## config.mk

```make
export PLATFORM = sky130hd
export DESIGN_NAME = lap_ctrl
export DESIGN_NICKNAME = d
export VERILOG_FILES = /design/src/rtl/lap_ctrl.sv
export SDC_FILE = /design/constraint.sdc
export NUM_CORES = 1
export LEC_CHECK = 0
export CORE_ASPECT_RATIO = 0.75
export CORE_MARGIN = 2
export CORE_UTILIZATION = 35
export DETAILED_ROUTE_END_ITERATION = 8
export PLACE_DENSITY_LB_ADDON = 0.15
export SLEW_MARGIN = 20
export SYNTH_ARGS = -nofsm -noshare
export SYNTH_HDL_FRONTEND = slang
export SYNTH_SLANG_ARGS = --single-unit
```

## constraint.sdc

```tcl
create_clock -name clk -period 7.4 [get_ports clk]
set_input_delay 1.48 -clock clk [delete_from_list [all_inputs] [get_ports clk]]
set_output_delay 1.48 -clock clk [all_outputs]
set_load 0.02 [all_outputs]
```

## src/rtl/lap_ctrl.sv

```systemverilog
// Lap controller for a stopwatch: run/pause/clear command FSM plus a small
// lap memory that stores {minutes, seconds} snapshots and replays them.
module lap_ctrl #(
  parameter int ADR_WIDTH = 4
) (
  input  logic                 clk,
  input  logic                 rst,
  input  logic                 btn_start_stop,
  input  logic                 btn_lap,
  input  logic                 btn_clear,
  input  logic                 btn_recall,
  input  logic [7:0]           timp_s,
  input  logic [7:0]           timp_m,
  output logic [1:0]           comanda,
  output logic [7:0]           lap_s,
  output logic [7:0]           lap_m,
  output logic [ADR_WIDTH-1:0] lap_idx,
  output logic                 lap_valid,
  output logic [ADR_WIDTH:0]   lap_count,
  output logic                 full,
  output logic                 lap_drop
);

  localparam int DEPTH = 1 << ADR_WIDTH;
  localparam logic [ADR_WIDTH:0]   CNT_FULL = (ADR_WIDTH+1)'(DEPTH);
  localparam logic [ADR_WIDTH:0]   CNT_ONE  = (ADR_WIDTH+1)'(1);
  localparam logic [ADR_WIDTH:0]   CNT_ZERO = (ADR_WIDTH+1)'(0);
  localparam logic [ADR_WIDTH-1:0] PTR_ONE  = ADR_WIDTH'(1);
  localparam logic [ADR_WIDTH-1:0] PTR_ZERO = ADR_WIDTH'(0);

  typedef enum logic [1:0] {
    IDLE  = 2'b00,
    RUN   = 2'b01,
    PAUSE = 2'b11,
    CLEAR = 2'b10
  } state_t;

  state_t               state_r, state_nxt_s;
  logic [ADR_WIDTH-1:0] wr_ptr_r, rd_ptr_r, rd_ptr_nxt_s;
  logic [ADR_WIDTH:0]   lap_count_r;
  logic [15:0]          mem_r [DEPTH];
  logic [15:0]          rd_data_s;
  logic [7:0]           lap_s_r, lap_m_r;
  logic [ADR_WIDTH-1:0] lap_idx_r;
  logic                 lap_valid_r, lap_drop_r;
  logic                 full_s, clr_acc_s, ss_acc_s, store_s, drop_s, read_s;

  assign full_s    = (lap_count_r == CNT_FULL);
  assign rd_data_s = mem_r[rd_ptr_r];

  // Button arbitration: only the highest-priority pulse is considered, and
  // it is judged against the current state; CLEAR ignores every button.
  always_comb begin
    clr_acc_s = 1'b0;
    ss_acc_s  = 1'b0;
    store_s   = 1'b0;
    drop_s    = 1'b0;
    read_s    = 1'b0;
    if (state_r == CLEAR) begin
      clr_acc_s = 1'b0;
    end else if (btn_clear) begin
      clr_acc_s = 1'b1;
    end else if (btn_start_stop) begin
      ss_acc_s = 1'b1;
    end else if (btn_lap) begin
      if (state_r == RUN) begin
        store_s = !full_s;
        drop_s  = full_s;
      end else begin
        store_s = 1'b0;
      end
    end else if (btn_recall) begin
      if ((state_r != RUN) && (lap_count_r != CNT_ZERO)) begin
        read_s = 1'b1;
      end else begin
        read_s = 1'b0;
      end
    end else begin
      read_s = 1'b0;
    end
  end

  // Next-state logic for the run/pause/clear FSM.
  always_comb begin
    state_nxt_s = state_r;
    case (state_r)
      IDLE, PAUSE: begin
        if (clr_acc_s) begin
          state_nxt_s = CLEAR;
        end else if (ss_acc_s) begin
          state_nxt_s = RUN;
        end else begin
          state_nxt_s = state_r;
        end
      end
      RUN: begin
        if (clr_acc_s) begin
          state_nxt_s = CLEAR;
        end else if (ss_acc_s) begin
          state_nxt_s = PAUSE;
        end else begin
          state_nxt_s = RUN;
        end
      end
      CLEAR:   state_nxt_s = IDLE;
      default: state_nxt_s = IDLE;
    endcase
  end

  // Recall pointer advances and wraps at the number of stored laps.
  always_comb begin
    if (({1'b0, rd_ptr_r} + CNT_ONE) == lap_count_r) begin
      rd_ptr_nxt_s = PTR_ZERO;
    end else begin
      rd_ptr_nxt_s = rd_ptr_r + PTR_ONE;
    end
  end

  // Stopwatch command decoded straight from the FSM state.
  always_comb begin
    case (state_r)
      IDLE:    comanda = 2'b00;
      RUN:     comanda = 2'b01;
      PAUSE:   comanda = 2'b11;
      CLEAR:   comanda = 2'b10;
      default: comanda = 2'b00;
    endcase
  end

  // FSM state register.
  always_ff @(posedge clk) begin
    if (rst) begin
      state_r <= IDLE;
    end else begin
      state_r <= state_nxt_s;
    end
  end

  // Pointers, lap counter and registered recall/drop outputs.
  always_ff @(posedge clk) begin
    if (rst) begin
      wr_ptr_r    <= PTR_ZERO;
      rd_ptr_r    <= PTR_ZERO;
      lap_count_r <= CNT_ZERO;
      lap_s_r     <= 8'd0;
      lap_m_r     <= 8'd0;
      lap_idx_r   <= PTR_ZERO;
      lap_valid_r <= 1'b0;
      lap_drop_r  <= 1'b0;
    end else begin
      lap_valid_r <= read_s;
      lap_drop_r  <= drop_s;
      if (clr_acc_s) begin
        wr_ptr_r    <= PTR_ZERO;
        rd_ptr_r    <= PTR_ZERO;
        lap_count_r <= CNT_ZERO;
      end else begin
        if (store_s) begin
          wr_ptr_r    <= wr_ptr_r + PTR_ONE;
          lap_count_r <= lap_count_r + CNT_ONE;
        end
        if (read_s) begin
          lap_s_r   <= rd_data_s[7:0];
          lap_m_r   <= rd_data_s[15:8];
          lap_idx_r <= rd_ptr_r;
          rd_ptr_r  <= rd_ptr_nxt_s;
        end
      end
    end
  end

  // Lap memory write port; contents survive a clear on purpose.
  always_ff @(posedge clk) begin
    if (store_s && !rst) begin
      mem_r[wr_ptr_r] <= {timp_m, timp_s};
    end
  end

  assign lap_s     = lap_s_r;
  assign lap_m     = lap_m_r;
  assign lap_idx   = lap_idx_r;
  assign lap_valid = lap_valid_r;
  assign lap_count = lap_count_r;
  assign full      = full_s;
  assign lap_drop  = lap_drop_r;

endmodule

```

==> results of run 1 <==
-- kinds of logic (layout without fill, tap and decap cells) --
kind of cell | count (synthesis) | in the layout | synth area share (%)
XOR/XNOR | 12 | 12 | 0.9145
adder cells (fa/ha/maj) | 11 | 11 | 1.198
multiplexers | 70 | 70 | 13.20
buffers and inverters | 46 | 125 | 2.428
AO/OA/AOI/OAI | 74 | 74 | 4.442
AND/OR/NAND/NOR | 108 | 108 | 4.486
flip-flops | 293 | 293 | 73.34
-- area by class of cell --
type | count | area [um2] | area share, %
inverters | 10 | 37.54 | 0.2791
repair buffers | 60 | 578.1 | 4.298
multi-input cells | 275 | 2840 | 21.12
clock buffers | 38 | 812.0 | 6.038
well taps | 442 | 553.0 | 4.112
clock inverters | 17 | 195.2 | 1.451
flip-flops and latches | 293 | 8433 | 62.70
-- path summary, 6_finish.rpt --
kind                      startpoint                       to  slack, ns  cells past startpoint
max                        btn_clear   mem_r[7][13]$_DFFE_PP_       3.17                      6
min          lap_idx[0]$_SDFFE_PP0P_  lap_idx[0]$_SDFFE_PP0P_       0.50                      2
max reg2reg  state_r[0]$_SDFFE_PP0P_   mem_r[7][13]$_DFFE_PP_       3.80                      7
min reg2reg  lap_idx[0]$_SDFFE_PP0P_  lap_idx[0]$_SDFFE_PP0P_       0.50                      2
-- cells in the mapped netlist, types with 3 or more instances --
| cell type | instances | share of area [%] |
|---|---|---|
| mux2i_1 | 6 | 0.52 |
| nand2b_1 | 3 | 0.16 |
| a22oi_1 | 23 | 1.5 |
| buf_4 | 5 | 0.33 |
| nor3_1 | 8 | 0.35 |
| nor2b_1 | 8 | 0.44 |
| a21oi_1 | 27 | 1.2 |
| inv_1 | 10 | 0.33 |
| a31oi_1 | 5 | 0.27 |
| xor2_1 | 5 | 0.38 |
| nor2_1 | 53 | 1.7 |
| a22oi_2 | 5 | 0.54 |
| dfxtp_1 | 37 | 6.4 |
| nand2_1 | 16 | 0.52 |
| mux4_2 | 60 | 12 |
| nand3_1 | 7 | 0.30 |
| buf_6 | 6 | 0.59 |
| clkbuf_1 | 10 | 0.33 |
| mux4_1 | 4 | 0.91 |
| ha_1 | 11 | 1.2 |
| a21oi_2 | 5 | 0.38 |
| buf_2 | 12 | 0.52 |
| xnor2_1 | 7 | 0.53 |
| edfxtp_1 | 256 | 67 |
-- critical path, stage by stage --
cell             delay [ns]
clkdlybuf4s50_1        0.43
nor3_1                 0.37
nand3_1                0.16
nor3_1                 0.74
nand2_1                0.33
nor2_2                 0.85
-- stage by stage --
stage / setup slack [ns] / utilization [%] / total power (uW)
floorplan: 3.509 / - / 1868
global placement: 2.666 / 38.41 / 1917
detailed placement: 2.578 / 38.41 / 1922
CTS: 3.137 / 41.52 / 3457
global route: 3.041 / 41.54 / 3530
finish: 3.167 / 41.54 / 3423
-- power by group --
part | switching [uW] | leakage (uW) | internal [uW] | total (uW)
registers | 2.82 | 0.00260 | 1800 | 1800
clock network | 623 | 0.000491 | 915 | 1540
logic | 57.6 | 0.00107 | 26.6 | 84.2
total | 684 | 0.00416 | 2740 | 3420
-- routing by layer --
layer  global-route usage (%)  vias up  part of all wire [%]
met2                    25.01      197                    44
met1                    25.69     3058                    47
met4                    3.977        0                   2.3
li1                         -     2563                     -
met3                    3.226       47                   6.9
met5                        0        -                     0
-- registers in the layout, summed over array words and instances, names as in the netlist --
name,flops
mem_r,256
lap_s,8
rd_ptr_r,4
lap_m,8
state_r,2
lap_drop,1
lap_count,5
wr_ptr_r,4
lap_valid,1
lap_idx,4
==> flow_metrics.env, run 1 <==
export IMPL_run_status="finished, final reports clean"
export IMPL_hold_viol_final=0
export IMPL_synth_fp_nets=647
export IMPL_worstPathRequired_ns=7.56
export IMPL_pin_count=52
export IMPL_rsz0062_at_grt="false"
export IMPL_ys_seq_area_share_pct=73.34
export IMPL_synth_edff_count=256
export IMPL_hold_path_class="reg2reg"
export IMPL_port_buffer_count=51
export IMPL_layout_commonest_cell="edfxtp_1"
export IMPL_timing_fmax_mhz=236.2
export IMPL_hpwl_mm=17.76
export IMPL_cap_viol_max_count=0
export IMPL_placed_area_um2=12440
export IMPL_postCtsHoldBufs=0
export IMPL_critPathKind="in2reg"
export IMPL_synth_cells=614
export IMPL_grt_max_degree=57
export IMPL_worstSetupStartpointType="input pin"
export IMPL_drc=0
export IMPL_routed_wl_mm=28.36
export IMPL_p_leak_uw=0.004156
export IMPL_rows=57
export IMPL_yosysWarnings=0
export IMPL_mostFrequentLayoutCells="256 x edfxtp_1, 60 x mux4_2, 51 x clkdlybuf4s50_1"
export IMPL_cts_tree="built"
export IMPL_overflow=0
export IMPL_stdcell_count=1135
export IMPL_antenna_found_initial=1
export IMPL_ys_async_sr_fraction_pct=0
export IMPL_final_layout_size_suffix_gt1_share_pct=21.65
export IMPL_critPathCaptureType="flop"
export IMPL_clk_latency_ns=0.55
export IMPL_post_cts_buffers=0
export IMPL_setup_tns_ns=0
export IMPL_ys_ff_latch=293
export IMPL_viasPerCell=5.167
export IMPL_ys_flop_type="edfxtp_1"
export IMPL_ir_drop_uv=155.5
export IMPL_clock_path_buffers=3
export IMPL_power_density_nw_per_um2=254.5
export IMPL_drt_iter0_drc=503
export IMPL_design_area_um2=13450
export IMPL_post_place_cells=1080
export IMPL_period_share_pct=57.20
export IMPL_vias=5865
export IMPL_worst_slew_pin_slew_ns=1.016
export IMPL_fillCellCount=2845
export IMPL_grt_pass1_wl_mm=41.39
export IMPL_cp_max_fo=16
export IMPL_yosysUniqueCellTypes=43
export IMPL_cts_sinks=293
export IMPL_die_w_um=213.2
export IMPL_synth_area_per_cell_um2=18.72
export IMPL_grt_pass1_vias=5972
export IMPL_core_um2=32380
export IMPL_die_h_um=160.9
export IMPL_arrival_ns=4.40
export IMPL_start_util_pct=35.49
export IMPL_setup_viol=0
export IMPL_wl_per_cell_um=24.98
export IMPL_clkTransAtPathRegs_ns=0.06
export IMPL_firstDrtPassIters=5
export IMPL_area_growth_pct=17.03
export IMPL_min_period_ns=4.233
export IMPL_diodes=0
export IMPL_nets=703
export IMPL_dieArea_um2=34310
export IMPL_report_final_slew_viol_count=0
export IMPL_ant_nets=0
export IMPL_skew_ns=0.009453
export IMPL_numCtsBuffers=30
export IMPL_grt_usage_pct=16.86
export IMPL_slew_headroom_pct=32.10
export IMPL_hold_worst_slack_ns=0.4979
export IMPL_post_cts_resized=0
export IMPL_syn_area_um2=11490
export IMPL_root_buffer="clkbuf_16"
export IMPL_globalplace_congestion=0.8220
export IMPL_htree_levels=1
Note: power is estimated with default switching activity, not from simulation.
==> run 2, diff against run 1 <==
Clock period 7.4 ns to 3.6 ns, I/O delays scaled along.
==> run 2 against run 1 <==
Compared with the run above:
- critical path depth down 1
- sequential cell count unchanged
- clock power up 97%
- sequential share of layout area down 0.57 points
- wire length down 2.4%
- global-route usage down 0.23 points
==> flow_metrics.env, run 2 (synthesis gave the netlist of run 1 again) <==
export IMPL_core_um2=32380
export IMPL_htree_levels=1
export IMPL_report_final_slew_viol_count=0
export IMPL_worstSetupStartpointType="flop"
export IMPL_start_util_pct=35.49
export IMPL_setup_viol=0
export IMPL_path_common_cell="nor2_1"
export IMPL_hold_viol_final=0
export IMPL_worstPathRequired_ns=2.88
export IMPL_utilization_pct=41.92
export IMPL_post_place_cells=1103
export IMPL_area_growth_pct=18.11
export IMPL_critPathKind="reg2out"
export IMPL_grt_pass1_vias=6073
export IMPL_slew_headroom_pct=39.71
export IMPL_pin_count=52
export IMPL_timing_fmax_mhz=357.4
export IMPL_drc=0
export IMPL_cp_slowest_cell="clkdlybuf4s50_1"
export IMPL_viasPerCell=5.135
export IMPL_fillCellCount=2889
export IMPL_hold_path_end="lap_m[4]$_SDFFE_PP0P_"
export IMPL_arrival_ns=2.08
export IMPL_critPathBufInv=2
export IMPL_cts_tree="built"
export IMPL_clk_latency_ns=0.57
export IMPL_final_layout_size_suffix_gt1_share_pct=22.52
export IMPL_routed_wl_mm=27.69
export IMPL_rsz0062_at_grt="false"
export IMPL_clock_path_buffers=3
export IMPL_timing_rr_start="state_r[0]$_SDFFE_PP0P_"
export IMPL_wl_per_cell_um=23.93
export IMPL_root_buffer="clkbuf_16"
export IMPL_stdcell_count=1157
export IMPL_cap_viol_max_count=0
export IMPL_grt_usage_pct=16.63
export IMPL_holdPathStages=2
export IMPL_overflow=0
export IMPL_hold_path_class="reg2reg"
export IMPL_drt_iter0_drc=598
export IMPL_globalplace_congestion=0.8030
export IMPL_ant_nets=0
export IMPL_largest_register_ffs=256
export IMPL_grt_pass1_wl_mm=41.05
export IMPL_numCtsBuffers=29
export IMPL_post_cts_buffers=0
export IMPL_worst_r2r_cell_count=9
export IMPL_min_delay_start="lap_m[4]$_SDFFE_PP0P_"
export IMPL_layout_commonest_cell="edfxtp_1"
export IMPL_power_density_nw_per_um2=508.8
export IMPL_skew_ns=0.01271
export IMPL_mostFrequentLayoutCells="256 x edfxtp_1, 60 x mux4_2, 51 x clkdlybuf4s50_1"
export IMPL_critPathCaptureType="output port"
export IMPL_nets=725
export IMPL_ir_drop_uv=302.9
export IMPL_hpwl_mm=17.94
export IMPL_setup_tns_ns=0
export IMPL_reg2reg_slack_ns=0.81
export IMPL_die_w_um=213.2
export IMPL_die_h_um=160.9
export IMPL_firstDrtPassIters=5
export IMPL_clkTransAtPathRegs_ns=0.06
export IMPL_regMostFlops="mem_r"
export IMPL_diodes=0
export IMPL_p_leak_uw=0.004251
export IMPL_post_cts_resized=0
export IMPL_min_period_ns=2.798
export IMPL_cp_max_fo=5
export IMPL_timing_rr_end="mem_r[2][3]$_DFFE_PP_"
export IMPL_crit_family="buffers and inverters"
export IMPL_antenna_found_initial=2
export IMPL_rows=57
export IMPL_period_share_pct=77.71
export IMPL_run_status="finished, final reports clean"
export IMPL_dieArea_um2=34310
export IMPL_worst_slew_pin_slew_ns=0.9031
export IMPL_grt_max_degree=46
export IMPL_path_cells="inv_1, ha_1, nor2_1, nor2_1, clkdlybuf4s50_1"
export IMPL_port_buffer_count=51
export IMPL_vias=5941
export IMPL_slowest_delay_ns=0.62
export IMPL_cts_sinks=293
export IMPL_postCtsHoldBufs=0
run 2: cell types whose count changed in the layout (fill, tap and decap cells not counted), sizes merged:
| cell | previous run | this run |
|---|---|---|
| clkbuf | 38 | 44 |
| clkinv | 9 | 5 |
| buf | 9 | 32 |
| bufinv | 4 | 3 |
| clkinvlp | 3 | 0 |
| inv | 11 | 12 |
run 2: worst max path at each step:
stage	start	to	slack, ns	cells past startpoint
3_5_place_dp	btn_clear	mem_r[5][8]$_DFFE_PP_	0.35	8
4_1_cts	state_r[0]$_SDFFE_PP0P_	mem_r[5][10]$_DFFE_PP_	0.76	9
6_report	state_r[1]$_SDFFE_PP0P_	comanda[0]	0.80	5
3_3_place_gp	btn_clear	mem_r[5][9]$_DFFE_PP_	0.41	8
5_1_grt	state_r[0]$_SDFFE_PP0P_	mem_r[5][10]$_DFFE_PP_	0.61	9
2_1_floorplan	btn_clear	mem_r[3][0]$_DFFE_PP_	0.47	5
run 2: metal layers:
layer	global-route usage [%]	share of wire, %	wire, um	up-vias
met4	3.662	2.2	602	4
met2	24.40	44	12140	172
met3	4.517	6.7	1844	52
met1	24.64	47	13020	3100
met5	1.437	0.29	81	-
li1	-	-	-	2613
run 2: worst min-delay path: cells and delay by family (launching register included):
family | cells | cell delay (ns)
AO/OA/AOI/OAI | 1 | 0.05
flip-flops | 1 | 0.34
AND/OR/NAND/NOR | 1 | 0.07
run 2: area by class of cell:
type / instances / area, um2 / share of cell area (%)
flip-flops and latches: 293 / 8433 / 62.13
multi-input cells: 275 / 2835 / 20.89
clock buffers: 44 / 812.0 / 5.983
repair buffers: 83 / 763.2 / 5.623
well taps: 442 / 553.0 / 4.074
clock inverters: 10 / 138.9 / 1.023
inverters: 10 / 37.54 / 0.2765
run 2: through the flow:
| stage | area, um2 | worst slack [ns] | total power (uW) | hold slack (ns) |
|---|---|---|---|---|
| floorplan | 11490 | 0.4691 | 3839 | 0.5335 |
| global placement | 12620 | 0.4127 | 3935 | 0.4769 |
| detailed placement | 12620 | 0.3451 | 3945 | 0.4824 |
| CTS | 13570 | 0.7581 | 6973 | 0.4990 |
| global route | 13570 | 0.6147 | 7116 | 0.5268 |
| finish | 13570 | 0.8023 | 6906 | 0.4918 |
run 2: report_power, final:
part | internal, uW | switching (uW)
logic | 55.5 | 111
clock network | 1780 | 1260
registers | 3700 | 6.08
total | 5530 | 1380
==> run 3, diff against run 2 <==
Clock period 3.6 ns to 2.6 ns, I/O delays scaled along.
==> run 3 against run 2 <==
Compared with the run above:
- critical path depth up 5
- sequential share of layout area down 1.2 points
- sequential cell count unchanged
- the flow now finishes with violations (negative setup slack)
- hold slack better by 0.0020 ns
- cell count up 1.1%
- global-route usage down 0.38 points
- combinational power up 48%
- largest cell class unchanged
- via count about the same
- clock power up 30%
- non-clock buffer count up 15
- count of clock-buffer cells in the layout down 6
- utilization up 0.83 points
==> flow_metrics.env, run 3 (synthesis gave the netlist of run 1 again) <==
export IMPL_run_status="complete, but fails checks"
export IMPL_violations="negative setup slack"
export IMPL_globalplace_congestion=0.7797
export IMPL_dieArea_um2=34310
export IMPL_largest_register_ffs=256
export IMPL_start_util_pct=35.49
export IMPL_ir_drop_uv=504.0
export IMPL_rsz0062_at_grt="true"
export IMPL_critPathCaptureType="flop"
export IMPL_setup_viol=123
export IMPL_overflow=0
export IMPL_ant_nets=0
export IMPL_clock_path_buffers=3
export IMPL_hold_viol_final=0
export IMPL_clkTransAtPathRegs_ns=0.06
export IMPL_timing_rr_start="state_r[0]$_SDFFE_PP0P_"
export IMPL_worst_slew_pin_slew_ns=0.8554
export IMPL_rows=57
export IMPL_antenna_found_initial=0
export IMPL_worstPathRequired_ns=2.87
export IMPL_vias=5942
export IMPL_reg2reg_slack_ns=-0.04
export IMPL_period_share_pct=101.6
export IMPL_port_buffer_count=51
export IMPL_ff_latch_area_um2=8433
export IMPL_firstDrtPassIters=5
export IMPL_fin_ws_ns=-0.04243
export IMPL_min_period_ns=2.642
export IMPL_grt_usage_pct=16.25
export IMPL_critPathKind="reg2reg"
export IMPL_htree_levels=1
export IMPL_clk_latency_ns=0.56
export IMPL_grt_pass1_wl_mm=40.88
export IMPL_routed_wl_mm=26.93
export IMPL_layout_commonest_cell="edfxtp_1"
export IMPL_wl_per_cell_um=23.02
export IMPL_core_um2=32380
export IMPL_worstSetupStartpointType="flop"
export IMPL_p_comb_share_pct=2.6
export IMPL_multi_input_area_um2=2856
export IMPL_timing_rr_end="mem_r[3][12]$_DFFE_PP_"
export IMPL_holdPathStages=2
export IMPL_hold_path_end="lap_m[2]$_SDFFE_PP0P_"
export IMPL_fillCellCount=2873
export IMPL_cap_viol_max_count=0
export IMPL_hpwl_mm=17.76
export IMPL_power_density_nw_per_um2=674.0
export IMPL_setup_tns_ns=-2.270
export IMPL_diodes=0
export IMPL_pin_count=52
export IMPL_power_switching_uw=1888
export IMPL_drc=0
export IMPL_intPower_uw=7441
export IMPL_seqPwrFrac_pct=54.9
export IMPL_worst_r2r_cell_count=10
export IMPL_regMostFlops="mem_r"
export IMPL_grt_max_degree=54
export IMPL_report_final_slew_viol_count=0
export IMPL_die_w_um=213.2
export IMPL_timing_fmax_mhz=378.4
export IMPL_nets=740
export IMPL_cts_sinks=293
export IMPL_area_growth_pct=20.44
export IMPL_skew_ns=0.01441
export IMPL_hold_worst_slack_ns=0.4938
export IMPL_grt_pass1_vias=6195
export IMPL_power_clock_fraction_pct=42.4
export IMPL_numCtsBuffers=29
export IMPL_cp_max_fo=10
export IMPL_root_buffer="clkbuf_16"
export IMPL_cts_tree="built"
export IMPL_dp_slack_ns=-0.3157
export IMPL_min_delay_start="lap_m[2]$_SDFFE_PP0P_"
export IMPL_hold_path_class="reg2reg"
export IMPL_die_h_um=160.9
export IMPL_drt_iter0_drc=559
export IMPL_arrival_ns=2.91
export IMPL_slew_headroom_pct=42.76
export IMPL_viasPerCell=5.079
export IMPL_p_leak_uw=0.004379
export IMPL_mostFrequentLayoutCells="256 x edfxtp_1, 60 x mux4_2, 48 x clkdlybuf4s50_1"
export IMPL_swShare_pct=20.23
export IMPL_final_layout_size_suffix_gt1_share_pct=24.31
-- run 3: cell types whose count changed in the layout (fill, tap and decap cells not counted), moves of 2 or more --
cell / previous run / this run
buf_12: 1 / 17
clkbuf_8: 3 / 0
dlymetal6s2s_1: 0 / 2
clkinv_2: 1 / 3
clkinv_1: 4 / 7
buf_4: 31 / 29
clkbuf_1: 12 / 9
clkdlybuf4s50_1: 51 / 48
-- run 3: per-layer routing --
layer  share of wire (%)  routed length [um]  track usage (%)
met5                   0                   0                0
met2                  41               11110            22.73
met4                 1.5                 406            2.967
met1                  52               13960            26.09
met3                 5.4                1450            3.461
-- run 3: metrics by stage --
stage | utilization (%) | power [uW] | cells | area [um2]
2_1_floorplan | - | 5316 | 614 | 11510
3_3_place_gp | 39.95 | 5460 | 1118 | 12930
3_5_place_dp | 39.95 | 5473 | 1118 | 12930
4_1_cts | 42.68 | 9432 | 1170 | 13820
5_1_grt | 42.75 | 9650 | 1170 | 13840
6_report | 42.75 | 9329 | 1170 | 13840
-- run 3: how the worst max path moves through the flow --
stage          depth (start not counted)  slack, ns                    start                 endpoint
5_1_grt                               10      -0.13  state_r[0]$_SDFFE_PP0P_    mem_r[1][5]$_DFFE_PP_
2_1_floorplan                          7      -0.06  state_r[0]$_SDFFE_PP0P_   mem_r[15][0]$_DFFE_PP_
3_5_place_dp                           9      -0.32                btn_clear   mem_r[2][10]$_DFFE_PP_
4_1_cts                               10       0.02  state_r[0]$_SDFFE_PP0P_  mem_r[15][13]$_DFFE_PP_
3_3_place_gp                           9      -0.34                btn_clear   mem_r[2][11]$_DFFE_PP_
6_report                              10      -0.04  state_r[0]$_SDFFE_PP0P_   mem_r[3][12]$_DFFE_PP_
-- run 3: area by class of cell --
type / instances / area share, %
tap: 442 / 3.996
sequential: 293 / 60.93
clock buffer: 38 / 5.487
multi-input combinational: 275 / 20.64
inverter: 10 / 0.2712
clock inverter: 14 / 0.8498
timing repair buffer: 98 / 7.829
-- run 3: critical path, cell delays in order, from the launching register on --
cell	delay [ns]
dfxtp_1	0.38
inv_1	0.09
ha_1	0.27
nor3_1	0.26
buf_4	0.16
nand3_1	0.11
nor3_2	0.22
buf_4	0.18
nand2_1	0.22
nor3_2	0.22
buf_4	0.23
-- run 3: power groups by stage --
stage | logic (uW) | clock network (uW) | registers (uW)
after floorplan | 91.4 | 0 | 5220
after global placement | 236 | 0 | 5220
after detailed placement | 247 | 0 | 5230
after CTS | 248 | 4060 | 5120
after global routing | 273 | 4250 | 5120
final | 245 | 3960 | 5130
-- run 3: repair_timing --
item	CTS	global route
buffers inserted	0	0
hold endpoints to repair	0	0
hold buffers	0	0
resized for setup	3	5
endpoints found under the setup margin	230	204
